[config.mk]
export PLATFORM = sky130hd
export DESIGN_NAME = requant_stage
export DESIGN_NICKNAME = d
export VERILOG_FILES = /design/src/rtl/requant_stage.sv
export SDC_FILE = /design/constraint.sdc
export NUM_CORES = 2
export LEC_CHECK = 0
export ABC_AREA = 1
export CELL_PAD_IN_SITES_DETAIL_PLACEMENT = 0
export CELL_PAD_IN_SITES_GLOBAL_PLACEMENT = 2
export CORE_MARGIN = 1
export CORE_UTILIZATION = 35
export DETAILED_ROUTE_END_ITERATION = 10
export PLACE_DENSITY = 0.81
export SETUP_SLACK_MARGIN = 0.4
export SLEW_MARGIN = 20
export SYNTH_ARGS = -nofsm -noshare
export SYNTH_HDL_FRONTEND = slang
export SYNTH_SLANG_ARGS = --single-unit
[constraint.sdc]
create_clock -name clk -period 9.97 [get_ports clk]
set_input_delay 1.994 -clock clk [delete_from_list [all_inputs] [get_ports clk]]
set_output_delay 1.994 -clock clk [all_outputs]
set_load 0.02 [all_outputs]
[src/rtl/requant_stage.sv]
// requant_stage: four-stage int32 -> int8 requantizer (bias, SRDHM, RDBPOT, offset, clamp).
// Ports: clk/reset, cfg_we/cmd/addr/value writes, in_* and out_* valid/ready streams, busy.
// Macro REQUANT_PER_CHANNEL_EN: per-channel bias/mult/shift tables; otherwise scalar registers.
module requant_stage #(
  parameter int INT32_SIZE   = 32,
  parameter int BYTE_SIZE    = 8,
  parameter int MAX_CHANNELS = 128
) (
  input  logic                  clk,
  input  logic                  reset,
  input  logic                  cfg_we,
  input  logic [6:0]            cfg_cmd,
  input  logic [6:0]            cfg_addr,
  input  logic [INT32_SIZE-1:0] cfg_value,
  input  logic                  in_valid,
  output logic                  in_ready,
  input  logic [INT32_SIZE-1:0] in_acc,
  input  logic [6:0]            in_channel,
  output logic                  out_valid,
  input  logic                  out_ready,
  output logic [BYTE_SIZE-1:0]  out_data,
  output logic [6:0]            out_channel,
  output logic                  busy
);
  localparam int W  = INT32_SIZE;
  localparam int PW = 2 * INT32_SIZE;
  localparam int SW = $clog2(INT32_SIZE);

  localparam logic [W-1:0]  MIN_W    = {1'b1, {(W-1){1'b0}}};
  localparam logic [W-1:0]  MAX_W    = {1'b0, {(W-1){1'b1}}};
  localparam logic [PW-1:0] NUDGE_P  = PW'(1) << (W - 2);
  localparam logic [PW-1:0] NUDGE_N  = PW'(1) - NUDGE_P;
  localparam logic [W-1:0]  AMIN_RST = W'(-(2 ** (BYTE_SIZE - 1)));
  localparam logic [W-1:0]  AMAX_RST = W'((2 ** (BYTE_SIZE - 1)) - 1);

  logic wr_bias, wr_mult, wr_shift;
  logic wr_off, wr_min, wr_max;

  assign wr_bias  = cfg_we && (cfg_cmd == 7'd1);
  assign wr_mult  = cfg_we && (cfg_cmd == 7'd2);
  assign wr_shift = cfg_we && (cfg_cmd == 7'd3);
  assign wr_off   = cfg_we && (cfg_cmd == 7'd4);
  assign wr_min   = cfg_we && (cfg_cmd == 7'd5);
  assign wr_max   = cfg_we && (cfg_cmd == 7'd6);

  logic [W-1:0] bias_rd;
  logic [W-1:0] mult_rd;
  logic [5:0]   shift_rd;

`ifdef REQUANT_PER_CHANNEL_EN
  logic [W-1:0] bias_mem  [MAX_CHANNELS];
  logic [W-1:0] mult_mem  [MAX_CHANNELS];
  logic [5:0]   shift_mem [MAX_CHANNELS];

  // Tables survive reset. The read below is combinational, so an item
  // accepted on the same edge as a write still sees the old entry.
  always_ff @(posedge clk) begin
    if (wr_bias)  bias_mem[cfg_addr]  <= cfg_value;
    if (wr_mult)  mult_mem[cfg_addr]  <= cfg_value;
    if (wr_shift) shift_mem[cfg_addr] <= cfg_value[5:0];
  end

  assign bias_rd  = bias_mem[in_channel];
  assign mult_rd  = mult_mem[in_channel];
  assign shift_rd = shift_mem[in_channel];
`else
  logic [W-1:0] bias_q, bias_d;
  logic [W-1:0] mult_q, mult_d;
  logic [5:0]   shift_q, shift_d;
  logic         unused_addr;

  assign unused_addr = ^cfg_addr;

  always_comb begin
    bias_d  = wr_bias  ? cfg_value      : bias_q;
    mult_d  = wr_mult  ? cfg_value      : mult_q;
    shift_d = wr_shift ? cfg_value[5:0] : shift_q;
  end

  always_ff @(posedge clk) begin
    if (reset) begin
      bias_q  <= '0;
      mult_q  <= '0;
      shift_q <= '0;
    end else begin
      bias_q  <= bias_d;
      mult_q  <= mult_d;
      shift_q <= shift_d;
    end
  end

  assign bias_rd  = bias_q;
  assign mult_rd  = mult_q;
  assign shift_rd = shift_q;
`endif

  // Split the signed 6-bit shift into left / right amounts.
  // A code of -32 saturates to the widest right shift.
  logic signed [5:0] sh_s;
  logic [5:0]        sh_neg;
  logic [SW-1:0]     lsh_rd;
  logic [SW-1:0]     rsh_rd;

  always_comb begin
    sh_s   = $signed(shift_rd);
    sh_neg = 6'(-sh_s);
    lsh_rd = '0;
    rsh_rd = '0;
    if (!sh_s[5]) begin
      lsh_rd = SW'(sh_s);
    end else begin
      rsh_rd = sh_neg[5] ? SW'(W - 1) : SW'(sh_neg);
    end
  end

  logic [W-1:0]  offset_q, offset_d;
  logic [W-1:0]  act_min_q, act_min_d;
  logic [W-1:0]  act_max_q, act_max_d;

  logic          v1_q, v1_d;
  logic [6:0]    ch1_q, ch1_d;
  logic [W-1:0]  sum1_q, sum1_d;
  logic [W-1:0]  mult1_q, mult1_d;
  logic [SW-1:0] lsh1_q, lsh1_d;
  logic [SW-1:0] rsh1_q, rsh1_d;

  logic          v2_q, v2_d;
  logic [6:0]    ch2_q, ch2_d;
  logic [PW-1:0] prod2_q, prod2_d;
  logic          sat2_q, sat2_d;
  logic [SW-1:0] rsh2_q, rsh2_d;

  logic          v3_q, v3_d;
  logic [6:0]    ch3_q, ch3_d;
  logic [W-1:0]  hi3_q, hi3_d;
  logic [SW-1:0] rsh3_q, rsh3_d;

  logic                 out_valid_q, out_valid_d;
  logic [6:0]           out_channel_q, out_channel_d;
  logic [BYTE_SIZE-1:0] out_data_q, out_data_d;

  logic en;

  assign en = !out_valid_q || out_ready;

  logic [W-1:0]         a2;
  logic signed [PW-1:0] p2;
  logic [PW-1:0]        t3;
  logic signed [PW-1:0] q3;
  logic [W-1:0]         x4, mask4, rem4, thr4;
  logic signed [W-1:0]  sr4, r4, v4;

  always_comb begin
    // S2: left shift then full-width signed product
    a2 = sum1_q << lsh1_q;
    p2 = $signed({{W{a2[W-1]}}, a2}) *
         $signed({{W{mult1_q[W-1]}}, mult1_q});

    // S3: nudge, then divide by 2^(W-1) rounding toward zero
    t3 = prod2_q + (prod2_q[PW-1] ? NUDGE_N : NUDGE_P);
    q3 = $signed(t3) >>> (W - 1);
    if (t3[PW-1] && (t3[W-2:0] != '0)) begin
      q3 = q3 + PW'(1);
    end

    // S4: rounding right shift, offset, clamp (max then min)
    x4    = hi3_q;
    mask4 = (W'(1) << rsh3_q) - W'(1);
    rem4  = x4 & mask4;
    thr4  = (mask4 >> 1) + W'(x4[W-1]);
    sr4   = $signed(x4) >>> rsh3_q;
    r4    = sr4 + W'(rem4 > thr4);
    v4    = r4 + $signed(offset_q);
    if (v4 < $signed(act_min_q)) v4 = $signed(act_min_q);
    if (v4 > $signed(act_max_q)) v4 = $signed(act_max_q);
  end

  logic unused_bits;

  assign unused_bits = ^{q3[PW-1:W], v4[W-1:BYTE_SIZE]};

  always_comb begin
    offset_d  = wr_off ? cfg_value : offset_q;
    act_min_d = wr_min ? cfg_value : act_min_q;
    act_max_d = wr_max ? cfg_value : act_max_q;

    v1_d          = v1_q;
    ch1_d         = ch1_q;
    sum1_d        = sum1_q;
    mult1_d       = mult1_q;
    lsh1_d        = lsh1_q;
    rsh1_d        = rsh1_q;
    v2_d          = v2_q;
    ch2_d         = ch2_q;
    prod2_d       = prod2_q;
    sat2_d        = sat2_q;
    rsh2_d        = rsh2_q;
    v3_d          = v3_q;
    ch3_d         = ch3_q;
    hi3_d         = hi3_q;
    rsh3_d        = rsh3_q;
    out_valid_d   = out_valid_q;
    out_channel_d = out_channel_q;
    out_data_d    = out_data_q;

    if (en) begin
      v1_d    = in_valid;
      ch1_d   = in_channel;
      sum1_d  = in_acc + bias_rd;
      mult1_d = mult_rd;
      lsh1_d  = lsh_rd;
      rsh1_d  = rsh_rd;

      v2_d    = v1_q;
      ch2_d   = ch1_q;
      prod2_d = p2;
      sat2_d  = (a2 == MIN_W) && (mult1_q == MIN_W);
      rsh2_d  = rsh1_q;

      v3_d    = v2_q;
      ch3_d   = ch2_q;
      hi3_d   = sat2_q ? MAX_W : q3[W-1:0];
      rsh3_d  = rsh2_q;

      out_valid_d   = v3_q;
      out_channel_d = ch3_q;
      out_data_d    = v4[BYTE_SIZE-1:0];
    end
  end

  always_ff @(posedge clk) begin
    if (reset) begin
      offset_q      <= '0;
      act_min_q     <= AMIN_RST;
      act_max_q     <= AMAX_RST;
      v1_q          <= 1'b0;
      ch1_q         <= '0;
      sum1_q        <= '0;
      mult1_q       <= '0;
      lsh1_q        <= '0;
      rsh1_q        <= '0;
      v2_q          <= 1'b0;
      ch2_q         <= '0;
      prod2_q       <= '0;
      sat2_q        <= 1'b0;
      rsh2_q        <= '0;
      v3_q          <= 1'b0;
      ch3_q         <= '0;
      hi3_q         <= '0;
      rsh3_q        <= '0;
      out_valid_q   <= 1'b0;
      out_channel_q <= '0;
      out_data_q    <= '0;
    end else begin
      offset_q      <= offset_d;
      act_min_q     <= act_min_d;
      act_max_q     <= act_max_d;
      v1_q          <= v1_d;
      ch1_q         <= ch1_d;
      sum1_q        <= sum1_d;
      mult1_q       <= mult1_d;
      lsh1_q        <= lsh1_d;
      rsh1_q        <= rsh1_d;
      v2_q          <= v2_d;
      ch2_q         <= ch2_d;
      prod2_q       <= prod2_d;
      sat2_q        <= sat2_d;
      rsh2_q        <= rsh2_d;
      v3_q          <= v3_d;
      ch3_q         <= ch3_d;
      hi3_q         <= hi3_d;
      rsh3_q        <= rsh3_d;
      out_valid_q   <= out_valid_d;
      out_channel_q <= out_channel_d;
      out_data_q    <= out_data_d;
    end
  end

  assign in_ready    = en;
  assign out_valid   = out_valid_q;
  assign out_data    = out_data_q;
  assign out_channel = out_channel_q;
  assign busy        = v1_q || v2_q || v3_q || out_valid_q;

endmodule

==> load_flow_metrics.sql <==
INSERT INTO impl_metrics (metric_group, metric, value, unit) VALUES
('pwr', 'netSwitchingFraction', '0.3852', ''),
('synth', 'ys_seq_area_frac', '0.1188', ''),
('synth', 'mappedNetlistArea', '0.06522', 'mm²'),
('synth', 'synth_cell_type_count', '67', ''),
('sta', 'finClkSkew', '0.03392', 'ns'),
('synth', 'syn_avg_cell_area', '7.359', 'µm²'),
('pwr', 'power.leakage', '0.03378', 'µW'),
('critical_path', 'start_kind', 'flop', ''),
('pwr', 'net-switching-power', '2167', 'µW'),
('placement', 'place.gp.congestion', '0.9597', ''),
('sta', 'layout_min_cycle_time', '9.536', 'ns'),
('global_routing', 'antenna_found_initial', '2', ''),
('cts', 'clk_transition_reported_paths', '0.06', 'ns'),
('cts', 'tritoncts.num_buffers', '49', ''),
('global_routing', 'global_route_wire_length_before_repair', '362300', 'µm'),
('cells_and_area', 'layout.cells.most_common_list', 'sky130_fd_sc_hd__inv_1, sky130_fd_sc_hd__nand2_1, sky130_fd_sc_hd__fa_1', ''),
('critical_path', 'critPathMostFrequentCell', 'sky130_fd_sc_hd__buf_4', ''),
('global_routing', 'overall_global_routing_resource_usage', '0.2555', ''),
('placement', 'io_buffers', '100', ''),
('cts', 'clkLatencyLatePin', '0.66', 'ns'),
('pwr', 'power_per_cell_area', '75.88', 'mW/mm²'),
('hold_path', 'worst_hold_path_type', 'reg2reg', ''),
('drt', 'wire_per_inst', '20.40', 'µm'),
('cts', 'ctsRootBufferMaster', 'sky130_fd_sc_hd__clkbuf_16', ''),
('drt', 'antenna_violating_nets_post_route', '0', ''),
('floorplan', 'starting_utilization_of_the_core_area', '0.3521', ''),
('sta', 'maxSlewHeadroom', '0.2577', ''),
('floorplan', 'die_w', '433.7', 'µm'),
('cells_and_area', 'final_area', '0.07414', 'mm²'),
('synth', 'synth_ff_type', 'sky130_fd_sc_hd__dfxtp_1', ''),
('cells_and_area', 'layout.core_utilization', '0.4003', ''),
('pwr', 'post_layout_total_power', '5626', 'µW'),
('placement', 'dpl-instance-area', '0.07096', 'mm²'),
('sta', 'maximum_achievable_frequency', '104.9', 'MHz'),
('sta', 'timing_worst_slew_pin_value', '1.102', 'ns'),
('critical_path', 'criticalPathCategory', 'reg2reg', ''),
('cts', 'tritoncts', 'done', ''),
('synth', 'synth_edf_count', '0', ''),
('global_routing', 'global_route.overflow_total', '0', ''),
('pwr', 'comb_power_share', '0.377', ''),
('sta', 'finalSetupViolations', '0', ''),
('sta', 'slew_viol_final', '0', ''),
('floorplan', 'rows', '158', ''),
('cells_and_area', 'n_fill_cell', '19640', ''),
('synth', 'postSynthCellCount', '8863', ''),
('synth', 'synthesis.nets', '10420', ''),
('drt', 'detail_route.first_pass.iterations', '6', ''),
('status', 'run_status', 'finished, final reports clean', ''),
('floorplan', 'die_height', '433.7', 'µm'),
('drt', 'totalWireLength', '236700', 'µm'),
('pwr', 'internal', '3459', 'µW'),
('critical_path', 'setup.worst_path.end_class', 'flop', ''),
('pwr', 'power_frac_clock', '0.324', ''),
('cts', 'cts_hold_buffers', '0', ''),
('synth', 'postSynthRegisterBits', '387', ''),
('critical_path', 'cp_slowest_stage_delay', '0.41', 'ns'),
('global_routing', 'grt_pass1_vias', '59110', ''),
('sta', 'rsz0062_at_grt', 'yes', ''),
('critical_path', 'worstSetupStartpoint', 'rsh3_q[1]', ''),
('pwr', 'vdd_ir_drop_max', '0.0001208', 'V'),
('sta', 'hold_viol_final', '0', ''),
('cells_and_area', 'most_common_library_cell_in_the_layout_ignoring_fill_and_taps', 'sky130_fd_sc_hd__inv_1', ''),
('drt', 'drt-vias-per-instance', '5.006', ''),
('job', 'timing.max_cap.violations', '0', ''),
('synth', 'yosysWarningCount', '0', ''),
('floorplan', 'ioPinCount', '108', ''),
('sta', 'post_route_fraction_of_the_period_consumed_by_the_critical_path', '0.9565', ''),
('critical_path', 'critPathArrivalTime', '10.12', 'ns'),
('floorplan', 'die_area', '0.1881', 'mm²'),
('cells_and_area', 'layout.nets', '10640', ''),
('hold_path', 'holdCritStartpoint', 'act_max_q[31]', '');
-- what timing repair did --
| item | CTS | global route |
|---|---|---|
| endpoints found under the setup margin | 19 | 40 |
| setup buffers | 21 | 40 |
| pin swaps | 62 | 79 |
| cloned | 3 | 0 |
| resized for setup | 96 | 203 |
-- flip-flops by register name (all words and copies together), names as in the netlist, 8 cells and up --
signal	count
act_max_q	32
act_min_q	32
bias_q	32
hi3_q	32
mult1_q	32
mult_q	32
offset_q	32
out_data	8
prod2_q	64
sum1_q	32
-- critical path: cells and delay by family (launching register included) --
kind | cells | cell delay, ns
and+or+nand+nor | 27 | 2.71
AOI/OAI and AO/OA | 13 | 1.85
DFF | 1 | 0.41
adders and majority gates | 5 | 1.49
xor gates and xnor gates | 2 | 0.34
buffers and inverters | 22 | 2.66
-- cell type report --
class                      instances  area (µm²)  share of cell area
clock inverter                    21       235.2            0.003173
multi-input combinational       6211       49750              0.6710
sequential                       387        7762              0.1047
inverter                        1898        7204             0.09717
clock buffer                      66        1380             0.01861
tap                             2480        3103             0.04185
timing repair buffer             540        4711             0.06354
-- cell families (layout without fill, tap and decap cells) --
group / after synthesis / count (layout) / share of synthesized area
buffers and inverters: 2265 / 2525 / 0.1317
AOI/OAI and AO/OA: 1380 / 1380 / 0.1156
DFF: 387 / 387 / 0.1188
and+or+nand+nor: 3152 / 3152 / 0.1984
adders and majority gates: 1464 / 1464 / 0.4057
other: 2 / 2 / 0.0001151
xor gates and xnor gates: 183 / 183 / 0.02504
muxes: 30 / 30 / 0.004623
-- metal layers --
metal	GRT usage	wire length [µm]	vias up
met5	0	0	-
met4	0.09877	10600	0
met1	0.3440	103900	28550
met3	0.02901	13670	362
li1	-	-	27570
met2	0.4186	108500	1596
-- path summary, 6_finish.rpt --
kind | end | slack (ns) | cells past startpoint
max reg2reg | out_data[3] | 0.43 | 69
max | out_data[3] | 0.43 | 69
min reg2reg | act_max_q[31] | 0.46 | 2
min | act_max_q[31] | 0.46 | 2
-- power by group through the flow --
stage | Sequential (µW) | Clock (µW) | Combinational (µW)
finish | 1680 | 1820 | 2120
global route | 1690 | 1930 | 2330
CTS | 1680 | 1880 | 2020
detailed placement | 1710 | 0 | 1900
global placement | 1710 | 0 | 1900
floorplan | 1710 | 0 | 1070
-- metrics by stage --
stage / setup slack (ns) / TNS (ns) / hold WS (ns) / instances
2_1_floorplan: 0.4179 / 0 / 0.4353 / 8863
3_3_place_gp: -0.2594 / -2.001 / 0.4535 / 11450
3_5_place_dp: -0.2338 / -1.806 / 0.4552 / 11450
4_1_cts: 0.3919 / 0 / 0.4642 / 11560
5_1_grt: -0.2171 / -1.420 / 0.4828 / 11600
6_report: 0.4338 / 0 / 0.4598 / 11600
-- cells in the mapped netlist, types with 22 or more instances --
| master | n | area [µm²] |
|---|---|---|
| sky130_fd_sc_hd__a21oi_1 | 529 | 2648 |
| sky130_fd_sc_hd__a31oi_1 | 22 | 137.6 |
| sky130_fd_sc_hd__buf_1 | 25 | 93.84 |
| sky130_fd_sc_hd__clkbuf_1 | 313 | 1175 |
| sky130_fd_sc_hd__dfxtp_1 | 387 | 7747 |
| sky130_fd_sc_hd__fa_1 | 1085 | 21720 |
| sky130_fd_sc_hd__ha_1 | 379 | 4742 |
| sky130_fd_sc_hd__inv_1 | 1863 | 6993 |
| sky130_fd_sc_hd__mux2i_1 | 29 | 290.3 |
| sky130_fd_sc_hd__nand2_1 | 1805 | 6775 |
| sky130_fd_sc_hd__nand3_1 | 239 | 1196 |
| sky130_fd_sc_hd__nand4_1 | 96 | 600.6 |
| sky130_fd_sc_hd__nor2_1 | 837 | 3142 |
| sky130_fd_sc_hd__nor3_1 | 57 | 285.3 |
| sky130_fd_sc_hd__o211ai_1 | 94 | 705.7 |
| sky130_fd_sc_hd__o21ai_0 | 603 | 3018 |
| sky130_fd_sc_hd__o21bai_1 | 51 | 382.9 |
| sky130_fd_sc_hd__xnor2_1 | 66 | 578.1 |
| sky130_fd_sc_hd__xor2_1 | 113 | 989.7 |
Note: power is estimated with default switching activity, not from simulation.
